`config.mk`:
```
export PLATFORM = sky130hd
export DESIGN_NAME = dac_protocolo
export DESIGN_NICKNAME = d
export VERILOG_FILES = /design/src/rtl/dac_protocolo.sv
export SDC_FILE = /design/constraint.sdc
export NUM_CORES = 1
export LEC_CHECK = 0
export ABC_AREA = 0
export CAP_MARGIN = 20
export CORE_MARGIN = 2
export CORE_UTILIZATION = 45
export DETAILED_ROUTE_END_ITERATION = 6
export PLACE_DENSITY = 0.66
export SLEW_MARGIN = 40
export SYNTH_ARGS = -nofsm -noshare
export SYNTH_HDL_FRONTEND = slang
export SYNTH_SLANG_ARGS = --single-unit
```
`constraint.sdc`:
```
create_clock -name clk -period 4.7 [get_ports clk]
set_input_delay 0.47 -clock clk [delete_from_list [all_inputs] [get_ports clk]]
set_output_delay 0.47 -clock clk [all_outputs]
set_load 0.005 [all_outputs]
```
`src/rtl/dac_protocolo.sv`:
```
// Serial transmitter for a 12-bit SYNC/SCLK/DIN DAC: converts a signed 16-bit
// sample to offset binary and shifts a 16-bit frame out MSB first.
module dac_protocolo #(
  parameter int         CLK_DIV = 4,
  parameter logic [1:0] PD      = 2'b00
) (
  input  logic        clk,
  input  logic        reset,
  input  logic        valid,
  input  logic [15:0] d_in,
  output logic        ready,
  output logic        done,
  output logic        sync,
  output logic        sclk,
  output logic        sdata
);

  localparam int             DW       = (CLK_DIV > 1) ? $clog2(CLK_DIV) : 1;
  localparam logic [DW-1:0]  DIV_LAST = DW'(CLK_DIV - 1);

  typedef enum logic [1:0] {IDLE, SHIFT, GAP} state_t;

  state_t        state_q, state_d;
  logic [DW-1:0] div_cnt_q, div_cnt_d;
  logic [4:0]    bit_cnt_q, bit_cnt_d;
  logic [14:0]   shreg_q, shreg_d;
  logic          ready_q, ready_d;
  logic          done_q, done_d;
  logic          sync_q, sync_d;
  logic          sclk_q, sclk_d;
  logic          sdata_q, sdata_d;
  logic [15:0]   frame;
  logic          unused_lsbs;

  // Handshake: a sample is taken on the rising edge where valid && ready;
  // ready is high only in IDLE, and valid is ignored in every other state.
  assign frame       = {2'b00, PD, ~d_in[15], d_in[14:4]};
  assign unused_lsbs = ^d_in[3:0];

  always_ff @(posedge clk or posedge reset) begin
    if (reset) begin
      state_q   <= IDLE;
      div_cnt_q <= '0;
      bit_cnt_q <= '0;
      shreg_q   <= '0;
      ready_q   <= 1'b1;
      done_q    <= 1'b0;
      sync_q    <= 1'b1;
      sclk_q    <= 1'b1;
      sdata_q   <= 1'b0;
    end else begin
      state_q   <= state_d;
      div_cnt_q <= div_cnt_d;
      bit_cnt_q <= bit_cnt_d;
      shreg_q   <= shreg_d;
      ready_q   <= ready_d;
      done_q    <= done_d;
      sync_q    <= sync_d;
      sclk_q    <= sclk_d;
      sdata_q   <= sdata_d;
    end
  end

  always_comb begin
    state_d   = state_q;
    div_cnt_d = div_cnt_q;
    bit_cnt_d = bit_cnt_q;
    shreg_d   = shreg_q;
    ready_d   = ready_q;
    done_d    = 1'b0;
    sync_d    = sync_q;
    sclk_d    = sclk_q;
    sdata_d   = sdata_q;
    case (state_q)
      IDLE: begin
        if (valid && ready_q) begin
          shreg_d   = frame[14:0];
          sdata_d   = frame[15];
          sync_d    = 1'b0;
          ready_d   = 1'b0;
          div_cnt_d = '0;
          bit_cnt_d = '0;
          state_d   = SHIFT;
        end
      end
      SHIFT: begin
        if (div_cnt_q == DIV_LAST) begin
          div_cnt_d = '0;
          sclk_d    = ~sclk_q;
          if (sclk_q) begin
            bit_cnt_d = bit_cnt_q + 5'd1;
          end else if (bit_cnt_q != 5'd16) begin
            sdata_d = shreg_q[14];
            shreg_d = {shreg_q[13:0], 1'b0};
          end else begin
            // Final rise closes the frame together with SYNC.
            sync_d    = 1'b1;
            sclk_d    = 1'b1;
            sdata_d   = 1'b0;
            done_d    = 1'b1;
            bit_cnt_d = '0;
            state_d   = GAP;
          end
        end else begin
          div_cnt_d = div_cnt_q + 1'b1;
        end
      end
      GAP: begin
        // bit_cnt counts the two half-periods of SYNC-high time here.
        if (div_cnt_q == DIV_LAST) begin
          div_cnt_d = '0;
          if (bit_cnt_q[0]) begin
            bit_cnt_d = '0;
            ready_d   = 1'b1;
            state_d   = IDLE;
          end else begin
            bit_cnt_d = bit_cnt_q + 5'd1;
          end
        end else begin
          div_cnt_d = div_cnt_q + 1'b1;
        end
      end
      default: begin
        state_d = IDLE;
      end
    endcase
  end

  assign ready = ready_q;
  assign done  = done_q;
  assign sync  = sync_q;
  assign sclk  = sclk_q;
  assign sdata = sdata_q;

endmodule

```
==> impl_metrics.tcl, run 1 <==
set metrics [dict create \
    p_per_area_mw_per_mm2 607 \
    max_stage_delay_ns 0.53 \
    totalNegativeSetupSlack_ns 0 \
    drc 0 \
    standard_cell_rows 21 \
    pwr-share-seq_pct 38.0 \
    layout.core_utilization_pct 54.9 \
    hold_ws_ns 0.493 \
    design.final.nets 195 \
    synthesis.area_per_instance_um2 10.6 \
    final-max-slew-violation-count 0 \
    final_weighted_congestion_of_routability_driven_global_placement 0.762 \
    critical_path.cell_chain "inv_1 -> ha_1 -> nor2_1 -> a211o_2 -> a21oi_2 -> o221a_2" \
    area_delta_synth_final_pct 16.6 \
    holdCritPathClass "reg -> reg" \
    dp_slack_ns 2.34 \
    reg2reg_to "shreg_q[11]" \
    clockBufferDepth 2 \
    r2r_slack_ns 2.36 \
    timing.hold.worst.start "sdata" \
    post_cts_resize_count 0 \
    synth_top_cell_area_share_pct 41.1 \
    tightest_pin_transition_ns 0.600 \
    dpl-instance-area_mm2 0.00180 \
    time_the_worst_path_needs_with_i_o_delays_and_setup_ns 2.34 \
    root_buffer "sky130_fd_sc_hd__clkbuf_4" \
    synthesis.instances 149 \
    max_freq_ghz 0.427 \
    post-route-period-util_pct 49.9 \
    sequential_cell_area_um2 729 \
    design.die.area_mm2 0.00401 \
    die_y_um 63.3 \
    combPwrFrac_pct 49.0 \
    critPathRequiredTime_ns 4.97 \
    path_class "reg -> reg" \
    min_to "sdata" \
    post_cts_hold_buffer_count 0 \
    stdcell_area_mm2 0.00185 \
    setup_viol_count_final 0 \
    synthesis_stage_register_bit_count 29 \
    routed_wl_mm 3.02 \
    syn-num-nets 175 \
    route.detailed.vias_per_inst 5.59 \
    synth.cell_area_mm2 0.00158 \
    type_of_origin_of_the_critical_path "flop" \
    synthesis.yosys.warnings 0 \
    power_report.internal_total_w 0.000660 \
    critical-path-slowest-cell "sky130_fd_sc_hd__ha_1" \
    insertion_delay_ns 0.33 \
    postCtsSetupBuffers 0 \
    hold_depth 2 \
    relSlewSlack_pct 60.0 \
    timing.max_cap.violations 0 \
    io_pins 24 \
    numPortBuffers 19 \
    pin_count_of_the_biggest_net_entering_global_routing 30 \
    firstDrtPassIters 4 \
    synthDistinctLibCells 46 \
    outcome "finished, final reports clean" \
    floorplan.initialDensity_pct 47.1 \
    yosysSeqAreaShare_pct 46.1 \
    fp.dieW_um 63.3 \
    post_synth_edffs 0 \
    clock_tree.htree_level_count 2 \
    antenna_cells_inserted 0 \
    antenna_found_initial 0 \
    tritoncts "yes" \
    detailed_place_hpwl_mm 2.08 \
    max-vdd-ir-drop_v 0.000295 \
    switching_share_pct 41.1 \
    power.clock.fraction_pct 13.0 \
    detail_route.iter0.violations 72 \
    clock_input_transition_at_the_sequential_cells_of_the_worst_setup_and_hold_paths_ns 0.09 \
    async_reset_ff_share_pct 100 \
    fin_ws_ns 2.36 \
    layout-drive-gt1-share_pct 13.5 \
    final.setup_skew_ns 0.00484 \
    critical_path_buf_inv_count 1 \
    globalRouteOverflowTotal 0 \
    global_route.usage.total_pct 16.8 \
    critical_path.max_fanout 17 \
    grt_pass1_wl_mm 5.25 \
    fillerInstances 323 \
    fp.coreArea_mm2 0.00336 \
    grt_setup_unrepaired "false" \
    cts_inserted_buffers 5 \
    switchingPower_w 0.000461 \
    cts.sinks 29 \
    synthTopCellsByArea "sky130_fd_sc_hd__dfrtp_1 (41%), sky130_fd_sc_hd__o22a_1 (6.1%), sky130_fd_sc_hd__ha_1 (5.5%)" \
    synth_top_flop_cell "sky130_fd_sc_hd__dfrtp_1" \
    rr_worst_depth 6 \
    post_drt_wl_per_cell_um 14.0 \
    timing.rr.start "state_q[1]" \
    cp.arrival_ns 2.62 \
    end_kind "flop" \
    multi_input_comb_area_um2 766 \
    power.leakage_nw 0.739 \
    postRouteAntennaNets 0 \
    critical-path-top-delay-family "compound AO/OA/AOI/OAI gates" \
    hold_viol_final 0 \
    number_of_global_route_vias_before_repair 1192 \
    via_count 1208 \
    synth_largest_area_cell "sky130_fd_sc_hd__dfrtp_1" \
]
-- area by class of cell --
type	count	share of cell area (%)
clock buffers	6	2.24
clock inverters	2	0.542
inverters	12	2.44
multi-input cells	101	41.5
flip-flops and latches	29	39.5
well taps	46	3.12
repair buffers	20	10.7
-- cell usage after synthesis, drive strengths merged, types with 2 or more instances --
cell type	number
mux2	2
dfrtp	26
a21oi	3
nand3	2
buf	7
nand2	14
ha	7
dfstp	3
mux2i	2
a22o	3
o22ai	2
o221a	3
nor2	8
nand4b	2
o21a	11
o22a	11
inv	12
o21ai	10
-- per-stage QoR --
| step | total power [W] | cells |
|---|---|---|
| after floorplan | 0.000853 | 149 |
| after global placement | 0.000954 | 208 |
| after detailed placement | 0.000975 | 208 |
| after CTS | 0.00113 | 216 |
| after global routing | 0.00121 | 216 |
| final | 0.00112 | 216 |
-- placed cells by master (no fill, tap or decap), drive strengths merged, types with 2 or more instances in the layout --
cell type,n
dfrtp,26
clkdlybuf4s50,19
nand2,14
inv,12
o21a,11
o22a,11
o21ai,10
nor2,8
ha,7
clkbuf,6
a22o,3
o221a,3
dfstp,3
a21oi,3
o22ai,2
mux2i,2
nand3,2
nand4b,2
clkinv,2
mux2,2
-- worst register-to-register path, delay by kind of cell (launching register included) --
family	cells	cell delay, ns
AOI/OAI and AO/OA	3	1.16
adders and majority gates	1	0.53
buffers and inverters	1	0.09
DFF	1	0.41
and+or+nand+nor	1	0.09
-- cells by family (layout without fill, tap and decap cells) --
logic type | count (synthesis) | count (layout) | synth area share, %
xor gates and xnor gates | 1 | 1 | 0.553
AOI/OAI and AO/OA | 53 | 53 | 27.3
adders and majority gates | 7 | 7 | 5.53
buffers and inverters | 19 | 40 | 5.61
and+or+nand+nor | 36 | 36 | 12.3
DFF | 29 | 29 | 46.1
muxes | 4 | 4 | 2.69
-- flip-flops by register name, indices dropped and copies added, names as in the netlist --
register / flops
sdata: 1
state_q: 2
done: 1
sclk: 1
shreg_q: 15
ready: 1
bit_cnt_q: 5
sync: 1
div_cnt_q: 2
-- power groups by stage --
stage                     logic [W]  clock network, W  registers (W)
after CTS                  0.000551          0.000154       0.000425
after global routing       0.000606          0.000167       0.000440
final                      0.000549          0.000146       0.000425
after floorplan            0.000440                 0       0.000413
after global placement     0.000529                 0       0.000425
after detailed placement   0.000545                 0       0.000430
-- layer usage --
layer | vias up | routed length (um) | global-route usage, % | part of all wire, %
met5 | - | 0 | 0 | 0
met4 | 0 | 56 | 7.61 | 1.9
met3 | 7 | 109 | 5.54 | 3.6
met2 | 22 | 1410 | 27.6 | 47
met1 | 593 | 1440 | 20.0 | 48
li1 | 586 | - | - | -
-- how the worst max path moves through the flow --
stage,startpoint,slack (ns),depth (start not counted),endpoint
final,state_q[1],2.36,6,shreg_q[11]
after global routing,state_q[1],2.19,6,shreg_q[11]
after CTS,state_q[1],2.38,6,shreg_q[11]
after detailed placement,valid,2.34,5,shreg_q[11]
after global placement,valid,2.38,5,shreg_q[11]
after floorplan,bit_cnt_q[0],2.85,7,shreg_q[1]
Power figures use the tool's default switching activity.
==> run 2: changes to the inputs <==
PLACE_DENSITY = 0.69   (was 0.66)
clock period = 1.94 ns   (was 4.7 ns; I/O delays follow)
==> run 2 against run 1 <==
Design area rose by 7.0%. Highest routed layer unchanged. Flip-flop and latch count stayed put. Total power grew to 2.7 times the previous value. Largest cell class unchanged. Critical endpoint is now shreg_q[14]. Largest power group unchanged.
==> impl_metrics.tcl, run 2 (synthesized netlist as in run 1, its figures left out) <==
set metrics [dict create \
    outcome "finished, final reports clean" \
    design.die.area_mm2 0.00401 \
    holdCritPathClass "in -> async" \
    setup_viol_count_final 0 \
    final_weighted_congestion_of_routability_driven_global_placement 0.806 \
    numPortBuffers 19 \
    global_route.usage.total_pct 18.5 \
    postCtsSetupBuffers 0 \
    tritoncts "yes" \
    timing.rr.start "state_q[1]" \
    cts_inserted_buffers 5 \
    final-max-slew-violation-count 0 \
    clock_tree.htree_level_count 2 \
    largest_register_ffs 15 \
    drc 0 \
    post_cts_hold_buffer_count 0 \
    root_buffer "sky130_fd_sc_hd__clkbuf_4" \
    fp.coreArea_mm2 0.00336 \
    dpl-instance-area_mm2 0.00189 \
    end_kind "flop" \
    power.leakage_nw 0.800 \
    sequential_cell_area_um2 729 \
    antenna_cells_inserted 0 \
    layout.cells.most_common_list "sky130_fd_sc_hd__dfrtp_1 (26), sky130_fd_sc_hd__clkdlybuf4s50_1 (19), sky130_fd_sc_hd__nand2_1 (14), sky130_fd_sc_hd__inv_1 (12)" \
    standard_cell_rows 21 \
    multi_input_comb_area_um2 800 \
    final.setup_skew_ns 0.00808 \
    largest-register "shreg_q" \
    stdcell_area_mm2 0.00198 \
    critical_path.max_fanout 11 \
    layout-drive-gt1-share_pct 21.0 \
    r2r_slack_ns 0.08 \
    relSlewSlack_pct 65.1 \
    path_class "reg -> reg" \
    grt_pass1_wl_mm 5.75 \
    antenna_found_initial 0 \
    rr_worst_depth 7 \
    via_count 1269 \
    grt_setup_unrepaired "true" \
    type_of_origin_of_the_critical_path "flop" \
    max_freq_ghz 0.538 \
    detail_route.iter0.violations 85 \
    final_common_cell "sky130_fd_sc_hd__dfrtp_1" \
    time_the_worst_path_needs_with_i_o_delays_and_setup_ns 1.86 \
    floorplan.initialDensity_pct 47.1 \
    insertion_delay_ns 0.33 \
    postRouteAntennaNets 0 \
    route.detailed.vias_per_inst 5.59 \
    routed_wl_mm 3.18 \
    tightest_pin_transition_ns 0.523 \
    grt-busiest-layer "met2" \
    design.final.nets 206 \
    gr_met2_demand_resource_pct 28.6 \
    cts.sinks 29 \
    max-vdd-ir-drop_v 0.000742 \
    fp.dieW_um 63.3 \
    clock_input_transition_at_the_sequential_cells_of_the_worst_setup_and_hold_paths_ns 0.09 \
    globalRouteOverflowTotal 0 \
    p_per_area_mw_per_mm2 1520 \
    clockBufferDepth 2 \
    io_pins 24 \
    firstDrtPassIters 6 \
    met1_usage_pct 23.6 \
    critPathRequiredTime_ns 2.20 \
    hold_ws_ns 0.205 \
    cp.arrival_ns 2.12 \
    die_y_um 63.3 \
    grt.met3_usage_pct 5.89 \
    detailed_place_hpwl_mm 2.28 \
    hold_viol_final 0 \
    area_delta_synth_final_pct 24.7 \
    largest_registers "shreg_q x15, bit_cnt_q x5" \
    timing.max_cap.violations 0 \
    post-route-period-util_pct 95.9 \
    pin_count_of_the_biggest_net_entering_global_routing 19 \
    number_of_global_route_vias_before_repair 1298 \
    fillerInstances 305 \
    reg2reg_to "shreg_q[14]" \
    post_drt_wl_per_cell_um 14.0 \
]
run 2: stage by stage:
step	instances	power, W	setup TNS, ns	setup WS (ns)	util, %
3_3_place_gp	219	0.00250	0	0.0798	56.2
6_report	227	0.00301	0	0.0799	58.7
4_1_cts	227	0.00293	0	0.00869	57.7
3_5_place_dp	219	0.00257	0	0.0389	56.2
2_1_floorplan	149	0.00207	0	0.0868	-
5_1_grt	227	0.00328	-0.00974	-0.00974	58.7
run 2: what timing repair did:
item	in CTS	in global routing
endpoints found under the setup margin	0	16
endpoints found under the hold margin	0	0
resized for setup	0	7
run 2: critical path, cell delays in order, from the launching register on:
cell                      delay [ns]
sky130_fd_sc_hd__dfrtp_1        0.38
sky130_fd_sc_hd__inv_1          0.07
sky130_fd_sc_hd__ha_2           0.25
sky130_fd_sc_hd__buf_4          0.19
sky130_fd_sc_hd__a211o_2        0.33
sky130_fd_sc_hd__buf_4          0.17
sky130_fd_sc_hd__o31ai_1        0.23
sky130_fd_sc_hd__a22o_1         0.17
run 2: power by group:
| part | leakage [nW] | internal [W] | switching, W | total [W] |
|---|---|---|---|---|
| Sequential | 0.335 | 0.000854 | 0.000185 | 0.00104 |
| Clock | 0.0320 | 0.000138 | 0.000205 | 0.000342 |
| Combinational | 0.434 | 0.000821 | 0.000809 | 0.00163 |
run 2: cell type report:
type / instances / share of cell area, %
Clock buffer: 6 / 2.09
Clock inverter: 2 / 0.507
Inverter: 12 / 2.28
Multi-Input combinational cell: 101 / 40.5
Sequential cell: 29 / 36.9
Tap cell: 46 / 2.91
Timing Repair Buffer: 31 / 14.8
run 2: worst max-delay path by stage:
stage	to	slack, ns	depth (start not counted)	start
2_1_floorplan	shreg_q[1]	0.09	7	bit_cnt_q[0]
3_3_place_gp	bit_cnt_q[3]	0.08	6	state_q[1]
3_5_place_dp	shreg_q[7]	0.04	7	state_q[1]
4_1_cts	shreg_q[9]	0.009	7	state_q[1]
5_1_grt	shreg_q[14]	-0.01	7	state_q[1]
6_report	shreg_q[14]	0.08	7	state_q[1]
run 2: layer usage:
layer / routed length, um / vias to the layer above
li1: - / 609
met4: 75 / 0
met3: 148 / 10
met2: 1520 / 29
met1: 1440 / 621
met5: 0 / -
==> variant 1: new RTL, flow settings as in run 2 <==
Encoding of `state_t`: now one-hot (3 bits for 3 states).
--- a/src/rtl/dac_protocolo.sv
+++ b/src/rtl/dac_protocolo.sv
@@ -19,5 +19,5 @@
   localparam logic [DW-1:0]  DIV_LAST = DW'(CLK_DIV - 1);
 
-  typedef enum logic [1:0] {IDLE, SHIFT, GAP} state_t;
+  typedef enum logic [2:0] {IDLE = 3'b001, SHIFT = 3'b010, GAP = 3'b100} state_t;
 
   state_t        state_q, state_d;
Behaviour: same outputs for any inputs over 10 cycles, from zero or initial values and one cycle with reset high; not proved beyond that.
==> variant 1 against run 2 <==
- final area increased by 4.8%
- routed wire length is 11% higher
- count of clock-buffer cells in the layout grew 1
- sequential cell count is 1 higher
- area after synthesis up 4.0%
- setup slack improved by 5.4 ps
- global-route usage is 0.59 points higher
- sequential share of layout area down 0.43 points
- critical endpoint is now shreg_q[5]
- highest routed layer unchanged
Power is not compared: it rests on default switching activity, and its combinational part moved more than twofold at a synthesized area within 25%.
==> variant 1: results (changes against run 2) <==
* Setup WS pre-CTS at 26.6 ps (was 38.9 ps)
* Tot GR Track Use at 19.1% (was 18.5%)
* Min cycle time layout at 1850 ps (was 1860 ps)
* CTS root buf: clkbuf_4 (unchanged)
* # diodes at 0 (unchanged)
* FF-to-FF Start: state_q[0] (was state_q[1])
* H-tree levels at 2 (unchanged)
* Largest cells by area after synthesis: dfrtp_1, nand2_1, dfstp_2, mux2_4, mux2_2 (was dfrtp_1, o22a_1, ha_1, o21a_1, dfstp_2)
* Worst-margin pin slew at 379 ps (was 523 ps)
* Flop-to-flop setup slack at 90 ps
* First-pass GRT wire length at 6030 µm (was 5750 µm)
* Largest registers: shreg_q x15, bit_cnt_q x5, state_q x3 (was shreg_q x15, bit_cnt_q x5)
* Post-synth top cells: nand2_1, dfrtp_1, nor2_1 (was dfrtp_1, nand2_1, inv_1)
* Worst setup SP type: flop (unchanged)
* Hpwl dp at 2540 µm (was 2280 µm)
* Number of global-route vias before repair at 1297 (was 1298)
* Ys async rst share at 100% (unchanged)
* CTS clk-pin slew, worst paths at 100 ps
* CP Data Arrival Time at 2070 ps (was 2120 ps)
* Critical path endpoint: shreg_q[5] (was shreg_q[14])
* Initial DRT Pass Iterations at 5 (was 6)
* Synth warnings at 0 (unchanged)
* Max FO, Critical Path at 15 (was 11)
* Initial antenna violation count at 0 (unchanged)
* Reg2Reg Depth at 4 (was 7)
* Detailed-route vias per instance at 5.43 (was 5.59)
* Post-Synthesis Net Count at 190 (was 175)
* Layout cells sized above 1 at 24.3% (was 21.0%)
* Seq/Total Area, Yosys at 45.9% (was 46.1%)
* Main synth FF type: dfrtp_1 (unchanged)
* Largest net degree at the start of global routing at 31 (was 19)
* CTS Buf Count at 5 (unchanged)
* RD Place Congestion at 0.868 (was 0.806)
* First DRT Iteration DRCs at 83 (was 85)
* Final hold violation count at 0 (unchanged)
* Post-CTS setup buffer count at 0 (unchanged)
* Worst skew pair latency at 340 ps
* Final nets at 224 (was 206)
* Port Buffer Count at 19 (unchanged)
* Worst VDD drop at 368 µV
* Worst hold path type: primary input to async pin (unchanged)
* Outcome: finished, final reports clean (unchanged)
* Static leakage at 0.000920 µW
* Final wirelength at 3540 µm (was 3180 µm)
* Distinct cell type count after synthesis at 47 (was 46)
* CTS Buffer Depth at 2 (unchanged)
* Clock Skew at 13.3 ps (was 8.08 ps)
-- variant 1: report_power, final --
| group | switching, µW | leakage [µW] | internal, µW |
|---|---|---|---|
| clock network | 218 | 0.0000455 | 307 |
| registers | 0 | 0.000321 | 625 |
| logic | 22.9 | 0.000553 | 31.9 |
-- variant 1: layer usage --
metal  part of all wire [%]  vias to the layer above  routed length (µm)  GRT usage, %
met2                     48                       18                1700          30.3
met1                     47                      662                1660          25.4
met4                    1.3                        0                  46          4.79
met5                      0                        -                   0             0
met3                    3.6                        6                 127          5.90
li1                       -                      660                   -             -
-- variant 1: how the worst min path moves through the flow --
stage,cells past startpoint,slack [ps],end
6_report,3,220,done
5_1_grt,3,270,bit_cnt_q[4]
4_1_cts,3,240,bit_cnt_q[4]
3_5_place_dp,2,480,sync
3_3_place_gp,1,480,shreg_q[0]
2_1_floorplan,1,280,bit_cnt_q[0]
-- variant 1: cell type report --
cell class | instances | area [µm²]
Fill cell | 283 | 1350
Sequential cell | 30 | 756
Timing Repair Buffer | 33 | 295
Inverter | 7 | 26.3
Clock buffer | 7 | 55.1
Tap cell | 46 | 57.6
Multi-Input combinational cell | 124 | 851
Clock inverter | 1 | 30.0
-- variant 1: cells by family (layout without fill, tap and decap cells) --
group | Yosys count | in the layout | share of synthesized area (%)
compound gates | 35 | 35 | 15.3
mux | 13 | 13 | 10.3
buf+inv | 13 | 48 | 3.95
xor+xnor | 2 | 2 | 1.06
flops | 30 | 30 | 45.9
fa+ha+maj | 4 | 4 | 3.04
simple gates | 70 | 70 | 20.6
-- variant 1: worst max-delay path, cell delays in order, from the launching register on --
cell     delay [ps]
dfstp_2         420
or3b_4          400
or2_4           280
a22o_4          320
mux2_4          320
-- variant 1: what timing repair did --
item / in CTS / in global routing
resized for setup: 1 / 5
setup endpoints to repair: 2 / 16
pin swaps: 0 / 0
gates cloned: 0 / 0
-- variant 1: metrics by stage --
step / area (µm²) / cells / power (µW)
after floorplan: 1650 / 167 / 656
after global placement: 1960 / 240 / 692
after detailed placement: 1960 / 240 / 693
after CTS: 2050 / 248 / 1220
after global routing: 2070 / 248 / 1260
final: 2070 / 248 / 1210
==> variant 2: new RTL, settings of run 2 <==
Without the edit above. `CLK_DIV`: 4 -> 2.
--- a/src/rtl/dac_protocolo.sv
+++ b/src/rtl/dac_protocolo.sv
@@ -2,5 +2,5 @@
 // sample to offset binary and shifts a 16-bit frame out MSB first.
 module dac_protocolo #(
-  parameter int         CLK_DIV = 4,
+  parameter int         CLK_DIV = 2,
   parameter logic [1:0] PD      = 2'b00
 ) (
Check against the original RTL: not equivalent (a bounded check fails within 4 cycles, from zero or initial values and one cycle with reset high).
==> variant 2 against run 2 <==
- sequential cell count fell by 1
- setup slack improved by 17 ps
- largest cell class unchanged
- clock skew fell by 4.7 ps
- fmax increased by 0.95%
- final area down 2.8%
- routed wire length is 2.3% higher
- area after synthesis is 1.1% lower
- global-route usage down 0.48 points
Power is left out: it rests on default switching activity, and per cell area and clock period it moved more than threefold.
==> variant 2: results (changes against run 2) <==
* Hpwl dp at 2430 µm (was 2280 µm)
* CP Data Arrival Time at 2110 ps
* Flop-to-flop setup slack at 100 ps (was 80 ps)
* Worst setup SP type: flop (unchanged)
* Max FO, Critical Path at 6 (was 11)
* RD Place Congestion at 0.876 (was 0.806)
* Tot GR Track Use at 18.0% (was 18.5%)
* Met2 usage at 33.0% (was 28.6%)
* Largest net degree at the start of global routing at 29 (was 19)
* Worst skew pair latency at 320 ps
* CTS clk-pin slew, worst paths at 150 ps (was 90 ps)
* Met3 usage at 2.34% (was 5.89%)
* Number of global-route vias before repair at 1321 (was 1298)
* Setup WS pre-CTS at 29.7 ps (was 38.9 ps)
* Final nets at 208 (was 206)
* Seq/Total Area, Yosys at 45.0% (was 46.1%)
* Largest cells by area after synthesis: dfrtp_1, mux2i_1, ha_1, o21ai_0, dfstp_2 (was dfrtp_1, o22a_1, ha_1, o21a_1, dfstp_2)
* CTS Buf Count at 3 (was 5)
* Slowest stage cell, crit path: or4_1 (was dfrtp_1)
* Placed cells at 222 (was 219)
* Post-Synthesis Cells at 153 (was 149)
* H-tree levels at 1 (was 2)
* CTS root buf: clkbuf_4 (unchanged)
* Met2 routed WL at 1720 µm (was 1520 µm)
* Post-synth top cells: dfrtp_1, o21ai_0, o21ai_1 (was dfrtp_1, nand2_1, inv_1)
* Via Count at 1234 (was 1269)
* Initial DRT Pass Iterations at 4 (was 6)
* Outcome: finished, final reports clean (unchanged)
* Fin crit share at 95.0% (was 95.9%)
* Layout cells sized above 1 at 17.1% (was 21.0%)
* FF-to-FF Start: state_q[0] (was state_q[1])
* Fill cells at 306 (was 305)
* Synth warnings at 0 (unchanged)
* R2r endpoint: bit_cnt_q[3] (was shreg_q[14])
* First-pass GRT wire length at 5750 µm (unchanged)
* Routed len/inst at 14.3 µm (was 14.0 µm)
* Top Family by Delay on Critical Path: simple AND/OR/NAND/NOR gates (was compound AO/OA/AOI/OAI gates)
* Metal3 WL at 78 µm (was 148 µm)
* Worst-margin pin slew at 357 ps (was 523 ps)
* Post-Synthesis Net Count at 179 (was 175)
* Clock Skew at 3.43 ps (was 8.08 ps)
* Post-CTS setup buffer count at 0 (unchanged)
* Post_cts resized at 0 (unchanged)
* WL met1 at 1410 µm (was 1440 µm)
* Adder-cell share of the synthesized area at 5.59% (was 5.53%)
* First DRT Iteration DRCs at 60 (was 85)
* Distinct cell type count after synthesis at 43 (was 46)
* Worst path max stage delay at 530 ps (was 380 ps)
* Compound-Gate Fraction of Synth Area at 21.5% (was 27.3%)
* Multiplexer area fraction after synthesis at 8.71% (was 2.69%)
* Main synth FF type: dfrtp_1 (unchanged)
* CP Capture Type: flop (unchanged)
* Largest registers: shreg_q x15, bit_cnt_q x5, state_q x2 (was shreg_q x15, bit_cnt_q x5)
* GR Layer Usage met1 at 21.6% (was 23.6%)
* Synth Area in XOR/XNOR at 1.12% (was 0.553%)
* Worst hold path type: primary input to async pin (unchanged)
variant 2: cell count changes in the layout (fill, tap and decap cells not counted), moves of 3 or more:
cell,change
o21ai_1,+12
nand2_1,-3
o21ai_0,+9
inv_1,-5
mux2i_1,+9
o221a_2,-3
o22a_1,-11
o21a_1,-10
nor2_1,-3
variant 2: area by class of cell:
class                   instances  area, µm²  area share (%)
clock buffers                   4       26.3            1.37
well taps                      46       57.6            3.00
inverters                       8       30.0            1.56
multi-input cells             110        817            42.6
repair buffers                 31        284            14.8
flip-flops and latches         28        704            36.7
variant 2: stage by stage:
stage / hold slack, ps / cell area, µm² / util [%]
final: 224 / 1920 / 57.5
after global routing: 261 / 1920 / 57.5
after CTS: 229 / 1880 / 56.3
after detailed placement: 490 / 1850 / 55.5
after global placement: 483 / 1850 / 55.5
after floorplan: 257 / 1570 / -
variant 2: worst min-delay path, cell delays in order:
cell and delay [ps]:
clkdlybuf4s50_1 400, inv_1 50, buf_4 320
